[src/rtl/kmp_ff_gen_pkg.sv]
// kmp_ff_gen_pkg: shared sizing constants and FSM state type for the KMP
// failure-function generator.
//   MAX_PATTERN : maximum pattern length in characters
//   BYTE        : bits per character
//   MAX_PAT_ADD : character index width (2**MAX_PAT_ADD >= MAX_PATTERN)
package kmp_ff_gen_pkg;

  localparam int unsigned MAX_PATTERN = 8;
  localparam int unsigned BYTE        = 8;
  localparam int unsigned MAX_PAT_ADD = 3;

  typedef enum logic [1:0] {
    IDLE = 2'd0,
    INIT = 2'd1,
    COMP = 2'd2,
    DONE = 2'd3
  } state_t;

endpackage

[src/rtl/kmp_ff_gen_if.sv]
// kmp_ff_gen_if: request/result bundle between the pattern source (master)
// and the failure-function generator (slave).
//   pat_input     : packed pattern, char k at [k*BYTE +: BYTE]
//   pat_last_idx  : index of the last valid character
//   input_valid   : level-held request
//   output_valid  : ff_result valid
//   ff_result     : entry k at [k*MAX_PAT_ADD +: MAX_PAT_ADD]
interface kmp_ff_gen_if;
  import kmp_ff_gen_pkg::*;

  logic [MAX_PATTERN*BYTE-1:0]        pat_input;
  logic [MAX_PAT_ADD-1:0]             pat_last_idx;
  logic                               input_valid;
  logic                               output_valid;
  logic [MAX_PAT_ADD*MAX_PATTERN-1:0] ff_result;

  modport master (
    output pat_input, pat_last_idx, input_valid,
    input  output_valid, ff_result
  );

  modport slave (
    input  pat_input, pat_last_idx, input_valid,
    output output_valid, ff_result
  );

endinterface

[src/rtl/kmp_ff_gen.sv]
// kmp_ff_gen: KMP failure-function (prefix table) generator. Latches the
// pattern on INIT, performs one KMP table-construction step per COMP cycle,
// and raises output_valid from DONE while the request is still held.
// Ports:
//   clk       : clock
//   reset     : synchronous, active-high reset
//   bus       : kmp_ff_gen_if.slave (pattern in, ff_result / output_valid out)
//   ff_cycles : number of COMP steps taken (only with KMP_FF_CYCLE_CNT_EN)
// Optional feature macro: KMP_FF_CYCLE_CNT_EN
module kmp_ff_gen
  import kmp_ff_gen_pkg::*;
(
  input  logic                   clk,
  input  logic                   reset,
`ifdef KMP_FF_CYCLE_CNT_EN
  output logic [MAX_PAT_ADD+1:0] ff_cycles,
`endif
  kmp_ff_gen_if.slave            bus
);

  state_t state_q, state_d;

  logic [MAX_PATTERN*BYTE-1:0]        pat_q;
  logic [MAX_PAT_ADD-1:0]             last_q;
  logic [MAX_PAT_ADD:0]               i_q;    // one extra bit so it cannot wrap past the last index
  logic [MAX_PAT_ADD-1:0]             len_q;
  logic [MAX_PAT_ADD*MAX_PATTERN-1:0] ff_q;
  logic                               ov_q;

  logic [MAX_PAT_ADD-1:0] i_idx;
  logic                   past_last;
  logic                   match;
  logic                   step_writes_last;
  logic                   ov_d;

  function automatic logic [BYTE-1:0] char_at(
    input logic [MAX_PATTERN*BYTE-1:0] p,
    input logic [MAX_PAT_ADD-1:0]      idx
  );
    return p[idx*BYTE +: BYTE];
  endfunction

  function automatic logic [MAX_PAT_ADD-1:0] ff_at(
    input logic [MAX_PAT_ADD*MAX_PATTERN-1:0] f,
    input logic [MAX_PAT_ADD-1:0]             idx
  );
    return f[idx*MAX_PAT_ADD +: MAX_PAT_ADD];
  endfunction

  // Step decode and registered-output next value
  always_comb begin
    i_idx            = i_q[MAX_PAT_ADD-1:0];
    past_last        = i_q > {1'b0, last_q};
    match            = char_at(pat_q, i_idx) == char_at(pat_q, len_q);
    // Only match and len==0 steps write an entry; a fallback step never finishes
    step_writes_last = !past_last && (match || (len_q == '0)) && (i_idx == last_q);
    ov_d             = (state_q == DONE) && bus.input_valid;
  end

  always_comb begin
    state_d = state_q;
    unique case (state_q)
      IDLE: if (bus.input_valid) state_d = INIT;
      INIT: state_d = COMP;
      COMP: if (past_last || step_writes_last) state_d = DONE;
      DONE: if (!bus.input_valid) state_d = IDLE;
      default: state_d = IDLE;
    endcase
  end

  always_ff @(posedge clk) begin
    if (reset) state_q <= IDLE;
    else       state_q <= state_d;
  end

  always_ff @(posedge clk) begin
    if (reset) begin
      pat_q  <= '0;
      last_q <= '0;
      i_q    <= (MAX_PAT_ADD+1)'(1);
      len_q  <= '0;
      ff_q   <= '0;
      ov_q   <= 1'b0;
`ifdef KMP_FF_CYCLE_CNT_EN
      ff_cycles <= '0;
`endif
    end else begin
      ov_q <= ov_d;
      unique case (state_q)
        INIT: begin
          pat_q  <= bus.pat_input;
          last_q <= bus.pat_last_idx;
          i_q    <= (MAX_PAT_ADD+1)'(1);
          len_q  <= '0;
          ff_q   <= '0;
`ifdef KMP_FF_CYCLE_CNT_EN
          ff_cycles <= '0;
`endif
        end
        COMP: begin
`ifdef KMP_FF_CYCLE_CNT_EN
          ff_cycles <= ff_cycles + 1'b1;
`endif
          if (!past_last) begin
            if (match) begin
              ff_q[i_idx*MAX_PAT_ADD +: MAX_PAT_ADD] <= len_q + 1'b1;
              len_q <= len_q + 1'b1;
              i_q   <= i_q + 1'b1;
            end else if (len_q != '0) begin
              len_q <= ff_at(ff_q, len_q - 1'b1);
            end else begin
              ff_q[i_idx*MAX_PAT_ADD +: MAX_PAT_ADD] <= '0;
              i_q <= i_q + 1'b1;
            end
          end
        end
        default: ;
      endcase
    end
  end

  assign bus.output_valid = ov_q;
  assign bus.ff_result    = ff_q;

endmodule

[src/flat_wrapper.sv]
// flat-port wrapper written by rule: the top's interface ports become plain ports
module kmp_ff_gen_flat import kmp_ff_gen_pkg::*;
  (clk, reset, bus_pat_input, bus_pat_last_idx, bus_input_valid, bus_output_valid, bus_ff_result);
  kmp_ff_gen_if bus_i ();
  input  logic clk;
  input  logic reset;
  input wire logic [$bits(bus_i.pat_input)-1:0] bus_pat_input;
  input wire logic [$bits(bus_i.pat_last_idx)-1:0] bus_pat_last_idx;
  input wire logic [$bits(bus_i.input_valid)-1:0] bus_input_valid;
  output wire logic [$bits(bus_i.output_valid)-1:0] bus_output_valid;
  output wire logic [$bits(bus_i.ff_result)-1:0] bus_ff_result;
  assign bus_i.pat_input = bus_pat_input;
  assign bus_i.pat_last_idx = bus_pat_last_idx;
  assign bus_i.input_valid = bus_input_valid;
  assign bus_output_valid = bus_i.output_valid;
  assign bus_ff_result = bus_i.ff_result;
  kmp_ff_gen u_core (.clk(clk), .reset(reset), .bus(bus_i));
endmodule
[config.mk]
export PLATFORM = sky130hd
export DESIGN_NAME = kmp_ff_gen_flat
export DESIGN_NICKNAME = d
export VERILOG_FILES = /design/src/rtl/kmp_ff_gen_pkg.sv /design/src/rtl/kmp_ff_gen_if.sv /design/src/rtl/kmp_ff_gen.sv /design/src/flat_wrapper.sv
export SDC_FILE = /design/constraint.sdc
export NUM_CORES = 1
export LEC_CHECK = 0
export ABC_AREA = 1
export CAP_MARGIN = 15
export CORE_ASPECT_RATIO = 0.8
export CORE_MARGIN = 2
export CORE_UTILIZATION = 37
export CTS_BUF_LIST = sky130_fd_sc_hd__clkbuf_4
export DETAILED_ROUTE_END_ITERATION = 6
export GPL_TIMING_DRIVEN = 0
export HOLD_SLACK_MARGIN = 0.15
export PLACE_DENSITY = 0.66
export SKIP_CTS_REPAIR_TIMING = 1
export SYNTH_ARGS = -nofsm -noshare
export SYNTH_HDL_FRONTEND = slang
export SYNTH_SLANG_ARGS = --single-unit
[constraint.sdc]
create_clock -name clk -period 2.6 [get_ports clk]
set_clock_uncertainty 0.1 [all_clocks]
set_input_delay 0.65 -clock clk [delete_from_list [all_inputs] [get_ports clk]]
set_output_delay 0.65 -clock clk [all_outputs]
set_load 0.02 [all_outputs]
==> results.json <==
{
  "yosysWarnings": 0,
  "hold_path.class": "register to register",
  "max_freq_mhz": 390,
  "synth_area_leaders": "dfxtp_1 33%, nand2_1 20%, nand3_1 10%",
  "initial_core_util_pct": 38.2,
  "rsz0062_at_grt": "true",
  "multi_input_area_um2": 3500,
  "areaGrowthSynthToFinish_pct": 29.8,
  "wl_per_cell_um": 15.6,
  "outcome": "complete, no violations",
  "critPathCaptureType": "register",
  "clockBufferDepth": 2,
  "post_drt_via_cell_ratio": 5.15,
  "synthesis.area_um2": 6090,
  "grt_max_degree": 17,
  "grt_pass1_wl_mm": 32.4,
  "seqCellArea_um2": 2030,
  "dieArea_um2": 17500,
  "post-place-cells": 1305,
  "core_um2": 16000,
  "insertion_delay_ns": 0.52,
  "cts_tree": "built",
  "drive_gt1_share_pct": 10.2,
  "cts-root-buf": "clkbuf_4",
  "firstDrtPassIters": 6,
  "avgSynthCellArea_um2": 6.11,
  "clk_pin_slew_ns": 0.15,
  "cp_cell_sequence": "buf_8, inv_6, nor2_4, nand3_1, nand2_1, inv_1, nand2_1, nand2_1, nand2_1, nand2_2, nor2_4, nand2_4, nand2_2, nand2_2, nand2_4, buf_6, nand3_1, a21oi_1",
  "layout_min_cycle_time_ns": 2.56,
  "yosys.area.top_type": "dfxtp_1",
  "cp_common_cell": "nand2_1",
  "tightest_slew_ns": 0.613,
  "antenna_left": 0,
  "antenna_found_initial": 1,
  "start_kind": "register",
  "netlist.area_leader.share_pct": 33.2,
  "critPathTopFamily": "simple AND/OR/NAND/NOR gates",
  "cp.arrival_ns": 2.90,
  "worstPathRequired_ns": 2.94,
  "io_pins": 95,
  "cts_buffers": 9,
  "place_congestion": 0.961,
  "remaining_drc_errors": 0,
  "fillCellCount": 1647,
  "power.leakage_nw": 3.44,
  "h-tree-depth": 3,
  "vias": 6919,
  "ys_ff_latch": 101,
  "whs_ns": 0.367,
  "grt_usage_pct": 23.6,
  "dp_hpwl_mm": 15.7,
  "dieHeight_um": 119,
  "final_nets": 1206,
  "period_share_pct": 98.6,
  "grt_pass1_vias": 6001,
  "crit_path_max_incr_delay_ns": 0.40,
  "drt_iter0_drc": 657,
  "fp-row-count": 41,
  "clock-sinks": 101,
  "drv_slew": 0,
  "finalPower_mw": 8.19,
  "io_buffers": 93,
  "crit_buf_inv": 4,
  "drt-total-wl_mm": 21.0,
  "cap_violations": 0,
  "grt_overflow": 0,
  "synth_cells": 997,
  "hold_viol_final": 0,
  "cp_slowest_cell": "dfxtp_4",
  "critPathKind": "register to register",
  "ys_seq_area_share_pct": 33.2,
  "fin_cells": 1343,
  "ys_types": 31,
  "setup_viol": 0,
  "ir_drop_mv": 0.380,
  "critPathMaxFanout": 10,
  "maxSlewHeadroom_pct": 59.1,
  "syn_nets": 1081,
  "die_x_um": 147,
  "pwr_density_cell_nw_per_um2": 1040,
  "final_core_utilization_pct": 49.6
}
==> Yosys cell counts, drive strengths merged <==
| cell | count |
|---|---|
| nor4 | 2 |
| clkinv | 1 |
| xnor2 | 1 |
| or2 | 2 |
| nand4 | 10 |
| mux2i | 1 |
| nand2 | 336 |
| a211o | 1 |
| ha | 14 |
| nor3 | 2 |
| clkbuf | 35 |
| a221oi | 3 |
| o21ai | 77 |
| nand3 | 122 |
| buf | 29 |
| dfxtp | 101 |
| inv | 102 |
| o211ai | 2 |
| a31oi | 3 |
| o31ai | 1 |
| nor2 | 51 |
| xor2 | 2 |
| a21oi | 99 |
==> path summary, 6_finish.rpt <==
kind	start	end	slack [ns]	cells past startpoint
setup / recovery	u_core.i_q[1]$_SDFFE_PP0P_	u_core.bus.ff_result[9]$_SDFFE_PP0P_	0.04	18
hold / removal	u_core.i_q[3]$_SDFFE_PP0P_	u_core.i_q[3]$_SDFFE_PP0P_	0.37	2
setup reg to reg	u_core.i_q[1]$_SDFFE_PP0P_	u_core.bus.ff_result[9]$_SDFFE_PP0P_	0.04	18
hold reg to reg	u_core.i_q[3]$_SDFFE_PP0P_	u_core.i_q[3]$_SDFFE_PP0P_	0.37	2
==> metrics by stage <==
step	cell area [um2]	setup WS, ns	TNS (ns)
finish	7910	0.0360	0
global route	7910	-0.0825	-0.187
CTS	7430	-0.781	-7.99
detailed placement	7290	-0.758	-7.33
global placement	7290	-0.798	-6.68
floorplan	6090	0.0549	0
==> per-layer routing <==
metal | vias to the layer above | GRT usage (%) | part of all wire, %
li1 | 3459 | - | -
met1 | 3114 | 37.3 | 49
met2 | 323 | 31.5 | 39
met3 | 23 | 5.37 | 10
met4 | 0 | 5.89 | 1.5
met5 | - | 0 | 0
==> registers in the layout (all words and copies together), names as in the netlist <==
name and flops:
u_core.bus.ff_result 24, u_core.bus.output_valid 1, u_core.last_q 3, u_core.len_q 3
u_core.i_q 4, u_core.pat_q 64, u_core.state_q 2
==> worst register-to-register path: stages (launching register included) <==
cell,delay (ns)
dfxtp_4,0.40
buf_8,0.14
inv_6,0.07
nor2_4,0.22
nand3_1,0.10
nand2_1,0.09
inv_1,0.07
nand2_1,0.09
nand2_1,0.06
nand2_1,0.07
nand2_2,0.06
nor2_4,0.14
nand2_4,0.12
nand2_2,0.10
nand2_2,0.08
nand2_4,0.13
buf_6,0.16
nand3_1,0.14
a21oi_1,0.15
==> power by group <==
group / internal [mW] / switching [mW]
Combinational: 1.81 / 3.36
Sequential: 1.97 / 0.179
Clock: 0.301 / 0.568
Total: 4.08 / 4.11
==> cell families (layout without fill, tap and decap cells) <==
family	Yosys count	count (layout)	share of synthesized area, %
muxes	1	1	0.164
AOI/OAI and AO/OA	186	186	15.7
buffers and inverters	167	296	11.8
DFF	101	101	33.2
adders and majority gates	14	14	2.87
other	0	1	0
and+or+nand+nor	525	526	35.8
xor gates and xnor gates	3	3	0.431
==> area by class of cell <==
cell class / count / share of cell area (%)
clock inverter: 6 / 0.807
multi-input combinational: 730 / 44.3
tap: 215 / 3.40
sequential: 101 / 25.7
inverter: 103 / 5.06
buffer: 63 / 5.60
clock buffer: 10 / 0.950
timing repair buffer: 114 / 14.1
antenna: 1 / 0.0317
==> layout by cell type (no fill, tap or decap), types with 3 or more instances in the layout <==
cell type and instances:
a21oi_1 99, a221oi_1 3, a31oi_1 3, buf_12 4, buf_2 6, buf_4 22, buf_6 5, buf_8 7
clkbuf_1 31, clkbuf_2 4, clkbuf_4 14, clkdlybuf4s50_1 93, clkinvlp_4 3, dfxtp_1 97, dfxtp_4 3, ha_1 13
inv_1 97, nand2_1 318, nand2_2 15, nand2_4 3, nand3_1 115, nand3_2 7, nand4_1 10, nor2_1 47
nor2_4 4, o21ai_0 70, o21ai_1 5
Note: power is estimated with default switching activity, not from simulation.
